$ cat config.mk
export PLATFORM = sky130hd
export DESIGN_NAME = prgmem_loader_flat
export DESIGN_NICKNAME = d
export VERILOG_FILES = /design/src/rtl/prgmem_loader_if.sv /design/src/rtl/prgmem_loader.sv /design/src/flat_wrapper.sv
export SDC_FILE = /design/constraint.sdc
export NUM_CORES = 1
export LEC_CHECK = 0
export BUFFER_PORTS_ARGS = -buffer_cell sky130_fd_sc_hd__buf_2
export CAP_MARGIN = 20
export CORE_ASPECT_RATIO = 1.75
export CORE_MARGIN = 5
export CORE_UTILIZATION = 39
export CTS_BUF_LIST = sky130_fd_sc_hd__clkbuf_4
export DETAILED_ROUTE_END_ITERATION = 16
export GPL_ROUTABILITY_DRIVEN = 1
export PLACE_DENSITY = 0.61
export SETUP_SLACK_MARGIN = 0.15
export SLEW_MARGIN = 20
export SYNTH_ARGS = -nofsm -noshare
export SYNTH_HDL_FRONTEND = slang
export SYNTH_SLANG_ARGS = --single-unit
$ cat constraint.sdc
create_clock -name i_clock -period 2.34 [get_ports i_clock]
set_input_delay 0.117 -clock i_clock [delete_from_list [all_inputs] [get_ports i_clock]]
set_output_delay 0.117 -clock i_clock [all_outputs]
set_load 0.05 [all_outputs]
$ cat src/rtl/prgmem_loader_if.sv
`default_nettype none
// ============================================================================
// Module      : prgmem_loader_if
// Description : Signal bundle between a byte-stream host, the program-memory
//               loader and the program-memory write port / core control.
//               slave  - loader side (consumes bytes, drives memory writes)
//               master - host side (produces bytes, observes status)
//               Ports carried:
//                 i_start, i_byte_valid, i_byte_data[7:0], i_byte_last (host->loader)
//                 o_byte_ready, o_prgmem_we, o_prgmem_addr, o_prgmem_data,
//                 o_core_reset, o_busy, o_done, o_error, o_error_code[1:0],
//                 o_length (loader->host/memory)
// Revision    : 1.0 - initial release
// ============================================================================
interface prgmem_loader_if #(
  parameter int PRGMEM_ADDR_WIDTH = 8,
  parameter int INSTR_WIDTH       = 4
);
  logic                         i_start;
  logic                         i_byte_valid;
  logic [7:0]                   i_byte_data;
  logic                         i_byte_last;
  logic                         o_byte_ready;
  logic                         o_prgmem_we;
  logic [PRGMEM_ADDR_WIDTH-1:0] o_prgmem_addr;
  logic [INSTR_WIDTH-1:0]       o_prgmem_data;
  logic                         o_core_reset;
  logic                         o_busy;
  logic                         o_done;
  logic                         o_error;
  logic [1:0]                   o_error_code;
  logic [PRGMEM_ADDR_WIDTH-1:0] o_length;

  modport slave (
    input  i_start, i_byte_valid, i_byte_data, i_byte_last,
    output o_byte_ready, o_prgmem_we, o_prgmem_addr, o_prgmem_data,
           o_core_reset, o_busy, o_done, o_error, o_error_code, o_length
  );

  modport master (
    output i_start, i_byte_valid, i_byte_data, i_byte_last,
    input  o_byte_ready, o_prgmem_we, o_prgmem_addr, o_prgmem_data,
           o_core_reset, o_busy, o_done, o_error, o_error_code, o_length
  );
endinterface
`default_nettype wire

$ cat src/rtl/prgmem_loader.sv
`default_nettype none
// ============================================================================
// Module      : prgmem_loader
// Description : Streams Brainhack source bytes in, encodes command characters
//               into instruction words, writes them sequentially into program
//               memory, appends HALT, checks bracket balance / nesting depth
//               and keeps the core in reset until a valid image is complete.
// Ports       : i_clock  - rising-edge clock
//               i_reset  - asynchronous active-high reset
//               bus      - prgmem_loader_if.slave (byte stream in, memory
//                          write port, core reset and load status out)
// Revision    : 1.0 - initial release
// ============================================================================
module prgmem_loader #(
  parameter int PRGMEM_ADDR_WIDTH = 8,
  parameter int INSTR_WIDTH       = 4,
  parameter int STACK_ADDR_WIDTH  = 4
) (
  input  wire logic       i_clock,
  input  wire logic       i_reset,
  prgmem_loader_if.slave  bus
);

  localparam logic [PRGMEM_ADDR_WIDTH-1:0] c_wp_max    = {PRGMEM_ADDR_WIDTH{1'b1}};
  localparam logic [STACK_ADDR_WIDTH-1:0]  c_depth_max = {STACK_ADDR_WIDTH{1'b1}};
  localparam logic [INSTR_WIDTH-1:0]       c_halt      = {INSTR_WIDTH{1'b1}};

  localparam logic [1:0] c_err_none     = 2'd0;
  localparam logic [1:0] c_err_overflow = 2'd1;
  localparam logic [1:0] c_err_close    = 2'd2;
  localparam logic [1:0] c_err_open     = 2'd3;

  typedef enum logic [2:0] {
    S_IDLE  = 3'd0,
    S_LOAD  = 3'd1,
    S_TERM  = 3'd2,
    S_DONE  = 3'd3,
    S_ERROR = 3'd4
  } state_t;

  state_t                       state_q, state_d;
  logic [PRGMEM_ADDR_WIDTH-1:0] wp_q, wp_d;
  logic [STACK_ADDR_WIDTH-1:0]  depth_q, depth_d;
  logic                         we_q, we_d;
  logic [PRGMEM_ADDR_WIDTH-1:0] addr_q, addr_d;
  logic [INSTR_WIDTH-1:0]       data_q, data_d;
  logic [1:0]                   code_q, code_d;

  logic                         w_ready;
  logic                         w_fire;
  logic                         w_is_instr;
  logic                         w_is_open;
  logic                         w_is_close;
  logic [3:0]                   w_opcode;
  logic [STACK_ADDR_WIDTH-1:0]  w_depth_next;

  // Character decode; anything not listed is a comment.
  always_comb begin
    w_opcode   = 4'd0;
    w_is_open  = 1'b0;
    w_is_close = 1'b0;
    case (bus.i_byte_data)
      8'h3E: w_opcode = 4'd1;                      // >
      8'h3C: w_opcode = 4'd2;                      // <
      8'h2B: w_opcode = 4'd3;                      // +
      8'h2D: w_opcode = 4'd4;                      // -
      8'h2E: w_opcode = 4'd5;                      // .
      8'h2C: w_opcode = 4'd6;                      // ,
      8'h5B: begin w_opcode = 4'd7; w_is_open  = 1'b1; end  // [
      8'h5D: begin w_opcode = 4'd8; w_is_close = 1'b1; end  // ]
      default: w_opcode = 4'd0;
    endcase
    w_is_instr = (w_opcode != 4'd0);
  end

  // A start pulse wins over the byte presented in the same cycle.
  assign w_ready = (state_q == S_LOAD) && !bus.i_start;
  assign w_fire  = w_ready && bus.i_byte_valid;

  // Only meaningful when no bracket error is flagged for this byte.
  assign w_depth_next = w_is_open  ? depth_q + STACK_ADDR_WIDTH'(1) :
                        w_is_close ? depth_q - STACK_ADDR_WIDTH'(1) : depth_q;

  always_comb begin
    state_d = state_q;
    wp_d    = wp_q;
    depth_d = depth_q;
    we_d    = 1'b0;
    addr_d  = addr_q;
    data_d  = data_q;
    code_d  = code_q;

    if (bus.i_start) begin
      state_d = S_LOAD;
      wp_d    = '0;
      depth_d = '0;
      code_d  = c_err_none;
    end else begin
      case (state_q)
        S_LOAD: begin
          if (w_fire) begin
            if (w_is_instr) begin
              // Overflow is checked first so it takes precedence over brackets.
              if (wp_q == c_wp_max) begin
                state_d = S_ERROR;
                code_d  = c_err_overflow;
              end else if (w_is_close && (depth_q == '0)) begin
                state_d = S_ERROR;
                code_d  = c_err_close;
              end else if (w_is_open && (depth_q == c_depth_max)) begin
                state_d = S_ERROR;
                code_d  = c_err_open;
              end else if (bus.i_byte_last && (w_depth_next != '0)) begin
                state_d = S_ERROR;
                code_d  = c_err_open;
              end else begin
                we_d    = 1'b1;
                addr_d  = wp_q;
                data_d  = INSTR_WIDTH'(w_opcode);
                wp_d    = wp_q + PRGMEM_ADDR_WIDTH'(1);
                depth_d = w_depth_next;
                if (bus.i_byte_last) begin
                  state_d = S_TERM;
                end
              end
            end else if (bus.i_byte_last) begin
              // A trailing comment has nothing to write, so HALT goes out
              // directly and TERM is skipped.
              if (depth_q != '0) begin
                state_d = S_ERROR;
                code_d  = c_err_open;
              end else begin
                we_d    = 1'b1;
                addr_d  = wp_q;
                data_d  = c_halt;
                state_d = S_DONE;
              end
            end
          end
        end
        S_TERM: begin
          we_d    = 1'b1;
          addr_d  = wp_q;
          data_d  = c_halt;
          state_d = S_DONE;
        end
        default: begin
          state_d = state_q;
        end
      endcase
    end
  end

  always_ff @(posedge i_clock or posedge i_reset) begin
    if (i_reset) begin
      state_q <= S_IDLE;
      wp_q    <= '0;
      depth_q <= '0;
      we_q    <= 1'b0;
      addr_q  <= '0;
      data_q  <= '0;
      code_q  <= c_err_none;
    end else begin
      state_q <= state_d;
      wp_q    <= wp_d;
      depth_q <= depth_d;
      we_q    <= we_d;
      addr_q  <= addr_d;
      data_q  <= data_d;
      code_q  <= code_d;
    end
  end

  assign bus.o_byte_ready  = w_ready;
  assign bus.o_prgmem_we   = we_q;
  assign bus.o_prgmem_addr = addr_q;
  assign bus.o_prgmem_data = data_q;
  assign bus.o_core_reset  = (state_q != S_DONE);
  assign bus.o_busy        = (state_q == S_LOAD) || (state_q == S_TERM);
  assign bus.o_done        = (state_q == S_DONE);
  assign bus.o_error       = (state_q == S_ERROR);
  assign bus.o_error_code  = code_q;
  assign bus.o_length      = wp_q;

endmodule
`default_nettype wire

$ cat src/flat_wrapper.sv
// flat-port wrapper written by rule: the top's interface ports become plain ports
module prgmem_loader_flat 
#(
  parameter int PRGMEM_ADDR_WIDTH = 8,
  parameter int INSTR_WIDTH       = 4,
  parameter int STACK_ADDR_WIDTH  = 4
)
  (i_clock, i_reset, bus_i_start, bus_i_byte_valid, bus_i_byte_data, bus_i_byte_last, bus_o_byte_ready, bus_o_prgmem_we, bus_o_prgmem_addr, bus_o_prgmem_data, bus_o_core_reset, bus_o_busy, bus_o_done, bus_o_error, bus_o_error_code, bus_o_length);
  prgmem_loader_if #(.PRGMEM_ADDR_WIDTH(PRGMEM_ADDR_WIDTH), .INSTR_WIDTH(INSTR_WIDTH)) bus_i ();
  input  wire logic i_clock;
  input  wire logic i_reset;
  input wire logic [$bits(bus_i.i_start)-1:0] bus_i_start;
  input wire logic [$bits(bus_i.i_byte_valid)-1:0] bus_i_byte_valid;
  input wire logic [$bits(bus_i.i_byte_data)-1:0] bus_i_byte_data;
  input wire logic [$bits(bus_i.i_byte_last)-1:0] bus_i_byte_last;
  output wire logic [$bits(bus_i.o_byte_ready)-1:0] bus_o_byte_ready;
  output wire logic [$bits(bus_i.o_prgmem_we)-1:0] bus_o_prgmem_we;
  output wire logic [$bits(bus_i.o_prgmem_addr)-1:0] bus_o_prgmem_addr;
  output wire logic [$bits(bus_i.o_prgmem_data)-1:0] bus_o_prgmem_data;
  output wire logic [$bits(bus_i.o_core_reset)-1:0] bus_o_core_reset;
  output wire logic [$bits(bus_i.o_busy)-1:0] bus_o_busy;
  output wire logic [$bits(bus_i.o_done)-1:0] bus_o_done;
  output wire logic [$bits(bus_i.o_error)-1:0] bus_o_error;
  output wire logic [$bits(bus_i.o_error_code)-1:0] bus_o_error_code;
  output wire logic [$bits(bus_i.o_length)-1:0] bus_o_length;
  assign bus_i.i_start = bus_i_start;
  assign bus_i.i_byte_valid = bus_i_byte_valid;
  assign bus_i.i_byte_data = bus_i_byte_data;
  assign bus_i.i_byte_last = bus_i_byte_last;
  assign bus_o_byte_ready = bus_i.o_byte_ready;
  assign bus_o_prgmem_we = bus_i.o_prgmem_we;
  assign bus_o_prgmem_addr = bus_i.o_prgmem_addr;
  assign bus_o_prgmem_data = bus_i.o_prgmem_data;
  assign bus_o_core_reset = bus_i.o_core_reset;
  assign bus_o_busy = bus_i.o_busy;
  assign bus_o_done = bus_i.o_done;
  assign bus_o_error = bus_i.o_error;
  assign bus_o_error_code = bus_i.o_error_code;
  assign bus_o_length = bus_i.o_length;
  prgmem_loader #(.PRGMEM_ADDR_WIDTH(PRGMEM_ADDR_WIDTH), .INSTR_WIDTH(INSTR_WIDTH), .STACK_ADDR_WIDTH(STACK_ADDR_WIDTH)) u_core (.i_clock(i_clock), .i_reset(i_reset), .bus(bus_i));
endmodule
**After elaboration in Yosys (flattened, before gate mapping)**

Cells that the tools add are included.

- Flip-flop bits (word level): 30
- ROM bits: 0
- Output and inout bits: 28
- Latch bits: 0
- Bits of input ports: 13
- Logic and storage cells: 133
- Memory bits (writable): 0
- Memories: 0

- Order comparisons: 0
- Shift operators: 0
- Bitwise operators: 1
- Reductions and logical operators: 22
- Div/mod/pow operators: 0
- Equality and inequality tests: 30
- $mul: 0
- $add $sub $neg: 3
- Mux-type cells: 70

Operators with widths:

| cell | count |
|---|---|
| $mux W8 | 16 |
| $mux W4 | 18 |
| $eq A8 B6 Y1 const B | 6 |
| $pmux W4 S8 | 1 |
| $mux W3 | 10 |
| $mux W2 | 10 |
| $eq A8 B7 Y1 const B | 2 |
| $pmux W8 S2 | 1 |
| $ne A3 B2 Y1 const B | 4 |
| $ne A3 B3 Y1 const B | 4 |
| $reduce_bool A4 Y1 | 3 |
| $mux W1 | 11 |
| $reduce_and A9 Y1 | 1 |
| $reduce_bool A3 Y1 | 3 |
| $add A8 B1 Y8 const B | 1 |
| $eq A8 B8 Y1 const B | 1 |
| $ne A2 B2 Y1 const B | 4 |
| $pmux W4 S2 | 1 |
| $reduce_bool A2 Y1 | 4 |
| $ne A7 B7 Y1 const B | 1 |
| $reduce_and A7 Y1 | 1 |
| $eq A3 B2 Y1 const B | 2 |
| $ne A6 B6 Y1 const B | 1 |
| $pmux W3 S2 | 1 |
| 15 further kinds | 19 |

**Longest topological paths before layout**

Gate-level depths: netlist of the first run.

- Depth in word-level cells: 14
- Depth in mapped cells: 10
- Mapped depth without buffers: 9

**Least setup slack after synthesis of the first run**

Ideal clock, no wire load.

- Path kind: reg-to-reg
- Start point: register u_core.depth_q[1]
- End point: register u_core.addr_q[0], in the netlist u_core.bus.o_prgmem_addr[0]
- Arrival: 2.458 ns
- Data required time: 2.215 ns
- Stages on the path, launching flop included: 9
- Path buffers: 1
- Slack: -0.243 ns
- Setup time: 0.125 ns
- Clock period less this slack: 2.583 ns
- Cells stage by stage: dfrtp_1 or4b_1 o32a_1 o21a_1 nor4_1 nand2_1 a31oi_4 buf_12 mux2_4

- Longest elaborated chain between the ends: 7
- Elaborated cells on any way between the ends: 16
- Those cells by class: add/sub (2); eq/ne (5); mux (2); reduce/logical (7)

Ends and longest elaborated chain:

| item | line | text |
|---|---|---|
| start: declaration | prgmem_loader.sv:43 | `logic [STACK_ADDR_WIDTH-1:0] depth_q, depth_d;` |
| start signal: assignment | prgmem_loader.sv:166 | `depth_q <= depth_d;` |
| $sub A4 B1 Y4 | prgmem_loader.sv:82 | `w_is_close ? depth_q - STACK_ADDR_WIDTH'(1) : depth_q;` |
| $mux W4 | prgmem_loader.sv:82 |  |
| $mux W4 | prgmem_loader.sv:81 | `assign w_depth_next = w_is_open ? depth_q + STACK_ADDR_WIDTH'(1) :` |
| $reduce_bool A4 Y1 | prgmem_loader.sv:113 | `end else if (bus.i_byte_last && (w_depth_next != '0)) begin` |
| $logic_and A1 B1 Y1 | prgmem_loader.sv:113 |  |
| $ne A3 B3 Y1 (no line) | -- |  |
| $reduce_and A9 Y1 (no line) (*) | -- |  |
| end signal: assignment | prgmem_loader.sv:168 | `addr_q <= addr_d;` |
| end: declaration | prgmem_loader.sv:45 | `logic [PRGMEM_ADDR_WIDTH-1:0] addr_q, addr_d;` |

Every way passes the cells marked *; elsewhere a longest branch is shown, timed or not.
A chain may end at the register's enable or synchronous reset.

**Worst setup path in the final report of the first run**

Ends and elaborated chain as after synthesis.

==> results of run 1 <==
-- how the worst min path moves through the flow --
stage,slack (ns),endpoint,cells past startpoint
6_report,0.18,u_core.bus.o_length[1],2
3_5_place_dp,0.40,u_core.bus.o_prgmem_we,2
3_3_place_gp,0.37,u_core.bus.o_prgmem_data[0],2
2_1_floorplan,0.21,u_core.bus.o_error_code[0],1
5_1_grt,0.15,u_core.depth_q[2],2
4_1_cts,0.01,u_core.depth_q[1],2
-- critical path, delay by kind of cell (launching register included) --
family / cells / cell delay [ns]
simple gates: 3 / 0.83
compound gates: 3 / 0.66
flops: 1 / 0.43
mux: 1 / 0.29
buf+inv: 1 / 0.20
-- stage by stage --
step | hold slack (ns) | worst slack (ns) | std cells | power [mW] | TNS (ns)
after detailed placement | 0.396 | -0.189 | 307 | 0.772 | -2.54
after floorplan | 0.208 | -0.0390 | 189 | 0.702 | -0.390
after global placement | 0.375 | -0.119 | 307 | 0.770 | -1.51
after CTS | 0.0143 | -0.180 | 321 | 1.19 | -2.39
final | 0.178 | -0.201 | 329 | 1.20 | -3.11
after global routing | 0.154 | -0.382 | 329 | 1.26 | -6.68
-- sequential cells by signal, summed over array words and instances (netlist names) --
| register | flops |
|---|---|
| u_core.bus.o_prgmem_addr | 8 |
| u_core.state_q | 3 |
| u_core.bus.o_length | 8 |
| u_core.bus.o_error_code | 2 |
| u_core.depth_q | 4 |
| u_core.bus.o_prgmem_data | 4 |
| u_core.bus.o_prgmem_we | 1 |
-- what timing repair did --
action                     in CTS  in global routing
hold endpoints to repair        0                 23
resized for setup              13                 20
hold buffers                    0                  1
pin swaps                       9                 10
setup buffers                   6                  5
setup endpoints to repair      26                 30
gates cloned                    0                  1
-- layer usage --
metal	up-vias	track usage, %
li1	861	-
met1	852	17.3
met2	42	31.4
met3	11	3.66
met4	0	9.31
met5	-	0
-- cells by family after synthesis --
| logic type | count (synthesis) |
|---|---|
| and+or+nand+nor | 83 |
| AOI/OAI and AO/OA | 35 |
| DFF | 30 |
| muxes | 17 |
| buffers and inverters | 14 |
| xor gates and xnor gates | 7 |
| adders and majority gates | 3 |
-- synth_stat cells (3+ instances only) --
master / n / area (um^2)
a21oi_1: 13 / 65.1
clkbuf_1: 4 / 15.0
dfrtp_1: 30 / 751
ha_1: 3 / 37.5
inv_1: 9 / 33.8
mux2_2: 3 / 33.8
mux2_4: 9 / 135
mux2i_1: 4 / 40.0
nand2_1: 14 / 52.6
nand2b_1: 4 / 25.0
nand3_1: 4 / 20.0
nand3b_1: 5 / 37.5
nand4_1: 6 / 37.5
nor2_1: 20 / 75.1
nor3_1: 8 / 40.0
o21ai_0: 4 / 20.0
xnor2_1: 5 / 43.8
-- final cells by class --
class | instances | area share, %
clock buffers | 5 | 1.37
inverters | 9 | 1.23
clock inverters | 3 | 1.46
well taps | 52 | 2.37
repair buffers | 85 | 21.9
flip-flops and latches | 30 | 27.4
multi-input cells | 145 | 44.3
-- power by group through the flow --
stage / sequential, mW / combinational [mW] / clock [mW]
4_1_cts: 0.537 / 0.231 / 0.426
3_3_place_gp: 0.547 / 0.223 / 0
6_report: 0.537 / 0.254 / 0.408
3_5_place_dp: 0.547 / 0.225 / 0
2_1_floorplan: 0.570 / 0.132 / 0
5_1_grt: 0.539 / 0.275 / 0.447
==> summary.md, run 1 <==
| Metric | Value |
|---|---|
| Share of cells above drive strength 1 | 49.5% |
| CTS Sinks | 30 |
| Max Cap Viol | 0 |
| Status | complete, but fails checks |
| HP Start | bus_i_start |
| Ys async rst share | 100% |
| Synth warn | 0 |
| TritonCTS clock tree | yes |
| Cts bufs inserted | 5 |
| M1 wire length | 2.02 mm |
| CTS Buffer Depth | 2 |
| Most frequent cells in the layout | buf_2, buf_4, dfrtp_1 |
| Final setup vio count | 24 |
| Primary FF master, synth | dfrtp_1 |
| Worst-path maximum fanout | 6 |
| Met2 Wirelength | 2.86 mm |
| Area grow syn2layout | 46.7% |
| Violated checks | setup timing |
| Post-Synthesis Cells | 189 |
| First-pass DRT Iterations | 4 |
| Area of the multi-input gates | 0.00122 mm^2 |
| Crit path kind | register to register |
| GPL Wtd Cong | 0.933 |
| Root buf cell | clkbuf_4 |
| GRT Resource Usage Total | 16.9% |
| Required @ worst endpoint | 2.56 ns |
| Die height | 102 um |
| Reg2reg end | u_core.bus.o_prgmem_addr[0] |
| DR vias/cell | 5.37 |
| Global-route wire length before repair | 8.53 mm |
| Number of hold violations in the final report | 0 |
| Hold Crit Class | input pin to register |
| Die width | 62.4 um |
| Pleak | 1.28 nW |
| CP arrival | 2.76 ns |
| Die ar. | 0.00634 mm^2 |
| Wirelength, routed | 5.23 mm |
| Sw power | 0.352 mW |
| R2R cell count | 8 |
| Flop-to-flop setup slack | -0.20 ns |
| Via count | 1766 |
| I/O pins | 41 |
| Antenna Diode Count | 0 |
| Number of flops mapped to enable cells by yosys | 0 |
| Crit-path cells | or4b_1, o32a_1, o21a_1, nor4_4, nand2_2, a31oi_4, clkbuf_16, mux2_4 |
| Largest net degree at the start of global routing | 25 |
| Layout fillers | 416 |
| DR DRC count | 0 |
| Util after Layout | 58.9% |
| Worst setup path start | u_core.depth_q[1] |
| Post-synthesis sequential area ratio | 40.1% |
| Max Used Layer | met4 |
| Min setup slack post-route | -0.201 ns |
| Combinational family with the most area after synthesis | simple AND/OR/NAND/NOR gates |
| Xor and xnor fraction of the mapped netlist area | 3.27% |
| Proportion of synthesized area in mux cells | 11.8% |
| Flip-flop and latch count after synthesis | 30 |
| Register area | 752 um^2 |
| Clock power share | 34.0% |
| Antenna violations before repair | 0 |
| Vias in the first global route | 1861 |
| Placed inst area | 0.00236 mm^2 |
| Crit share post-route | 109% |
| Post-DR wirelength/cell | 15.9 um |
| Worst-Skew Late Latency | 0.33 ns |
| CTS clk-pin slew, worst paths | 0.10 ns |
| Unrepaired setup endpoints after global routing | true |
| Internal cell power | 0.847 mW |
| Core Box Area | 0.00467 mm^2 |
| FF-to-FF Start | u_core.depth_q[1] |
| CP Capture Type | register |
| HPWL Detailed | 3.83 mm |
| Synth Area in Compound Gates | 14.0% |
| Final instance area | 0.00275 mm^2 |
| Syn avg cell area | 9.91 um^2 |
| Final Slew Violations | 0 |
| Worst slew pin tran | 0.527 ns |
| Slew HR | 64.4% |
| H-tree depth | 2 |
| Synthesized area | 0.00187 mm^2 |
| Power share of the sequential group | 44.8% |
| Rows | 33 |
| End of the critical path | u_core.bus.o_prgmem_addr[0] |
| Comb pwr share | 21.2% |
| Commonest non-fill, non-tap cell in the layout | buf_2 |
| Clock skew | 0.00869 ns |
| Nets | 292 |
| Pwr dens | 437 mW/mm^2 |
| Achievable Freq | 393 MHz |
| Tmin final | 2.54 ns |
| Met3 wire length | 195 um |
| Slowest-stage cell, CP | or4b_1 |
| Worst Setup Start Kind | register |
| Post-synthesis simple-gate area fraction | 25.2% |
| Syn Nets | 205 |
| Initial DRC count | 51 |
| Peak VDD IR | 0.000324 V |
| Final ANT Viol Nets | 0 |
| Synth Area in Adders | 2.00% |
| Initial Util | 40.1% |
| Sw Share | 29.4% |
| Grt ovf | 0 |
| Yosys cell types | 51 |
| Port Buffer Count | 40 |
| Largest stage delay, worst path | 0.52 ns |
Note: power is estimated with default switching activity, not from simulation.
==> run 2, diff against run 1 <==
GPL_TIMING_DRIVEN = 0   (was not set)
PLACE_DENSITY = 0.59   (was 0.61)
clock period = 3.1 ns   (was 2.34 ns; I/O delays follow)
==> run 2 against run 1 <==
  * The flow now finishes without violations
  * Combinational power down 39%
  * Critical path depth up 2
  * First-iteration DRC count down 33%
  * Final area down 20%
  * Clock power down 44%
  * Wire length down 13%
  * Non-clock buffer count down 41
  * Clock-buffer cell count unchanged
  * Global-route usage down 2.0 points
  * Sequential share of layout area up 6.8 points
  * Core utilization down 12 points
==> summary.md, run 2 (synthesis gave the netlist of run 1 again) <==
| Metric | Value |
|---|---|
| Most used cell, CP | a21oi_1 |
| Root buf cell | clkbuf_4 |
| Die ar. | 0.00634 mm^2 (unchanged) |
| Port Buffer Count | 38 (-5.0%) |
| Peak VDD IR | 0.000245 V (-25%) |
| Unrepaired setup endpoints after global routing | false |
| Nets | 251 (-14%) |
| Via count | 1604 (-9.2%) |
| Min setup slack post-route | 0.298 ns (+0.500 ns) |
| Initial DRC count | 34 (-33%) |
| Pwr dens | 360 mW/mm^2 (-18%) |
| DR vias/cell | 5.57 (+3.8%) |
| Crit path kind | register to register |
| Antenna Diode Count | 0 (unchanged) |
| Number of hold violations in the final report | 0 (unchanged) |
| Wirelength, routed | 4.53 mm (-13%) |
| Antenna violations before repair | 0 (unchanged) |
| Share of cells above drive strength 1 | 29.7% (-20 points) |
| Die height | 102 um (unchanged) |
| Worst-Skew Late Latency | 0.34 ns (about the same) |
| Worst hold margin | 0.243 ns (+0.0647 ns) |
| Pleak | 0.994 nW (-23%) |
| Hold Crit Class | input pin to register |
| Clock skew | 0.00803 ns (-0.000659 ns) |
| Required @ worst endpoint | 3.32 ns (+0.76 ns) |
| H-tree depth | 2 (unchanged) |
| Largest stage delay, worst path | 0.51 ns (about the same) |
| Worst Setup Start Kind | register |
| Worst slew pin tran | 0.632 ns (+0.105 ns) |
| CP arrival | 3.02 ns (+0.26 ns) |
| Final Slew Violations | 0 (unchanged) |
| Cells after DPL | 279 (-9.1%) |
| Total power | 0.791 mW (-34%) |
| Initial Util | 40.1% (unchanged) |
| CP Capture Type | register |
| CTS clk-pin slew, worst paths | 0.10 ns (about the same) |
| Rows | 33 (unchanged) |
| Post-CTS Setup Bufs | 0 (-6) |
| Core Box Area | 0.00467 mm^2 (unchanged) |
| Grt ovf | 0 (unchanged) |
| Most frequent cells in the layout | buf_2, dfrtp_1, nor2_1 |
| Achievable Freq | 357 MHz (-9.3%) |
| Cts bufs inserted | 5 (unchanged) |
| Pre-CTS setup slack | 0.230 ns (+0.419 ns) |
| Non-Filler Instances | 288 (-12%) |
| Crit-path cells | inv_1, ha_1, or3b_2, o22ai_1, a21oi_1, and2_1, a21oi_1, a31oi_4, buf_12, mux2_4 |
| Die width | 62.4 um (unchanged) |
| TritonCTS clock tree | yes |
| I/O pins | 41 (unchanged) |
| Tmin final | 2.80 ns (+0.260 ns) |
| DR DRC count | 0 (unchanged) |
| Crit share post-route | 90.4% (-18 points) |
| CTS Buffer Depth | 2 (unchanged) |
| HPWL Detailed | 3.48 mm (-9.2%) |
| GRT Resource Usage Total | 14.9% (-2.0 points) |
| Largest net degree at the start of global routing | 31 (+24%) |
| Vias in the first global route | 1578 (-15%) |
| Post-DR wirelength/cell | 15.7 um (-1.1%) |
| Global-route wire length before repair | 7.49 mm (-12%) |
| Final setup vio count | 0 (-100%) |
| Slew HR | 57.8% (-6.6 points) |
| Worst-path maximum fanout | 10 (+4) |
| Final ANT Viol Nets | 0 (unchanged) |
| R2R cell count | 10 (+2) |
| Status | complete, no violations |
| GPL Wtd Cong | 0.866 (-7.2%) |
| Area grow syn2layout | 17.4% |
| CTS Sinks | 30 (unchanged) |
| Min-Delay Path Depth | 4 (+2) |
| Final setup TNS | 0 ns (+3.11 ns) |
| First-pass DRT Iterations | 4 (unchanged) |
| Commonest non-fill, non-tap cell in the layout | buf_2 |
| Max Cap Viol | 0 (unchanged) |
| Slowest-stage cell, CP | or3b_2 |
-- run 2: cell types whose count changed in the layout (fill, tap and decap cells not counted), moves of 4 or more --
cell      delta
a21oi_1      +4
a21oi_2      -4
buf_4       -39
clkbuf_1     +4
mux2_4       -4
nor3_1       +4
-- run 2: metal layers --
layer / vias up / wire (um) / GRT usage, % / part of all wire, %
li1: 780 / - / - / -
met3: 8 / 142 / 2.89 / 3.1
met4: 0 / 101 / 6.86 / 2.2
met2: 27 / 2530 / 28.4 / 56
met5: - / 0 / 0 / 0
met1: 789 / 1750 / 15.3 / 39
-- run 2: power breakdown --
group	switching (mW)	total [mW]	internal [mW]
Combinational	0.107	0.156	0.0493
Sequential	0.00678	0.405	0.399
Clock	0.145	0.229	0.0841
Total	0.259	0.791	0.532
-- run 2: final timing paths --
path | end | startpoint | slack (ns)
worst min register to register | u_core.bus.o_error_code[0] | u_core.bus.o_error_code[0] | 0.51
min in group asynchronous | u_core.bus.o_prgmem_addr[3] | i_reset | 0.44
max in group asynchronous | u_core.depth_q[0] | i_reset | 2.24
worst max register to register | u_core.bus.o_prgmem_data[3] | u_core.depth_q[0] | 0.30
worst max-delay path | u_core.bus.o_prgmem_data[3] | u_core.depth_q[0] | 0.30
worst min-delay path | u_core.bus.o_error_code[0] | bus_i_byte_valid | 0.24
-- run 2: layout make-up --
| type | instances | area [um^2] |
|---|---|---|
| Inverter | 9 | 33.8 |
| Clock inverter | 3 | 16.3 |
| Tap cell | 52 | 65.1 |
| Buffer | 5 | 35.0 |
| Clock buffer | 5 | 37.5 |
| Sequential cell | 30 | 751 |
| Fill cell | 474 | 2470 |
| Timing Repair Buffer | 39 | 200 |
| Multi-Input combinational cell | 145 | 1060 |
-- run 2: stage by stage --
| stage | area, um^2 | utilization, % |
|---|---|---|
| 2_1_floorplan | 1870 | - |
| 3_3_place_gp | 2130 | 45.6 |
| 3_5_place_dp | 2130 | 45.6 |
| 4_1_cts | 2190 | 47.0 |
| 5_1_grt | 2200 | 47.1 |
| 6_report | 2200 | 47.1 |
-- run 2: what timing repair did --
action                                  CTS  global route
hold buffers                              1             0
gates resized for setup                   0             1
endpoints found under the setup margin    0             9
hold endpoints to repair                 30             0
-- run 2: worst max-delay path: cells and delay by family, from the launching register on --
kind,cells,cell delay [ns]
compound gates,4,0.76
fa+ha+maj,1,0.18
buf+inv,2,0.30
flops,1,0.45
mux,1,0.29
simple gates,2,0.71
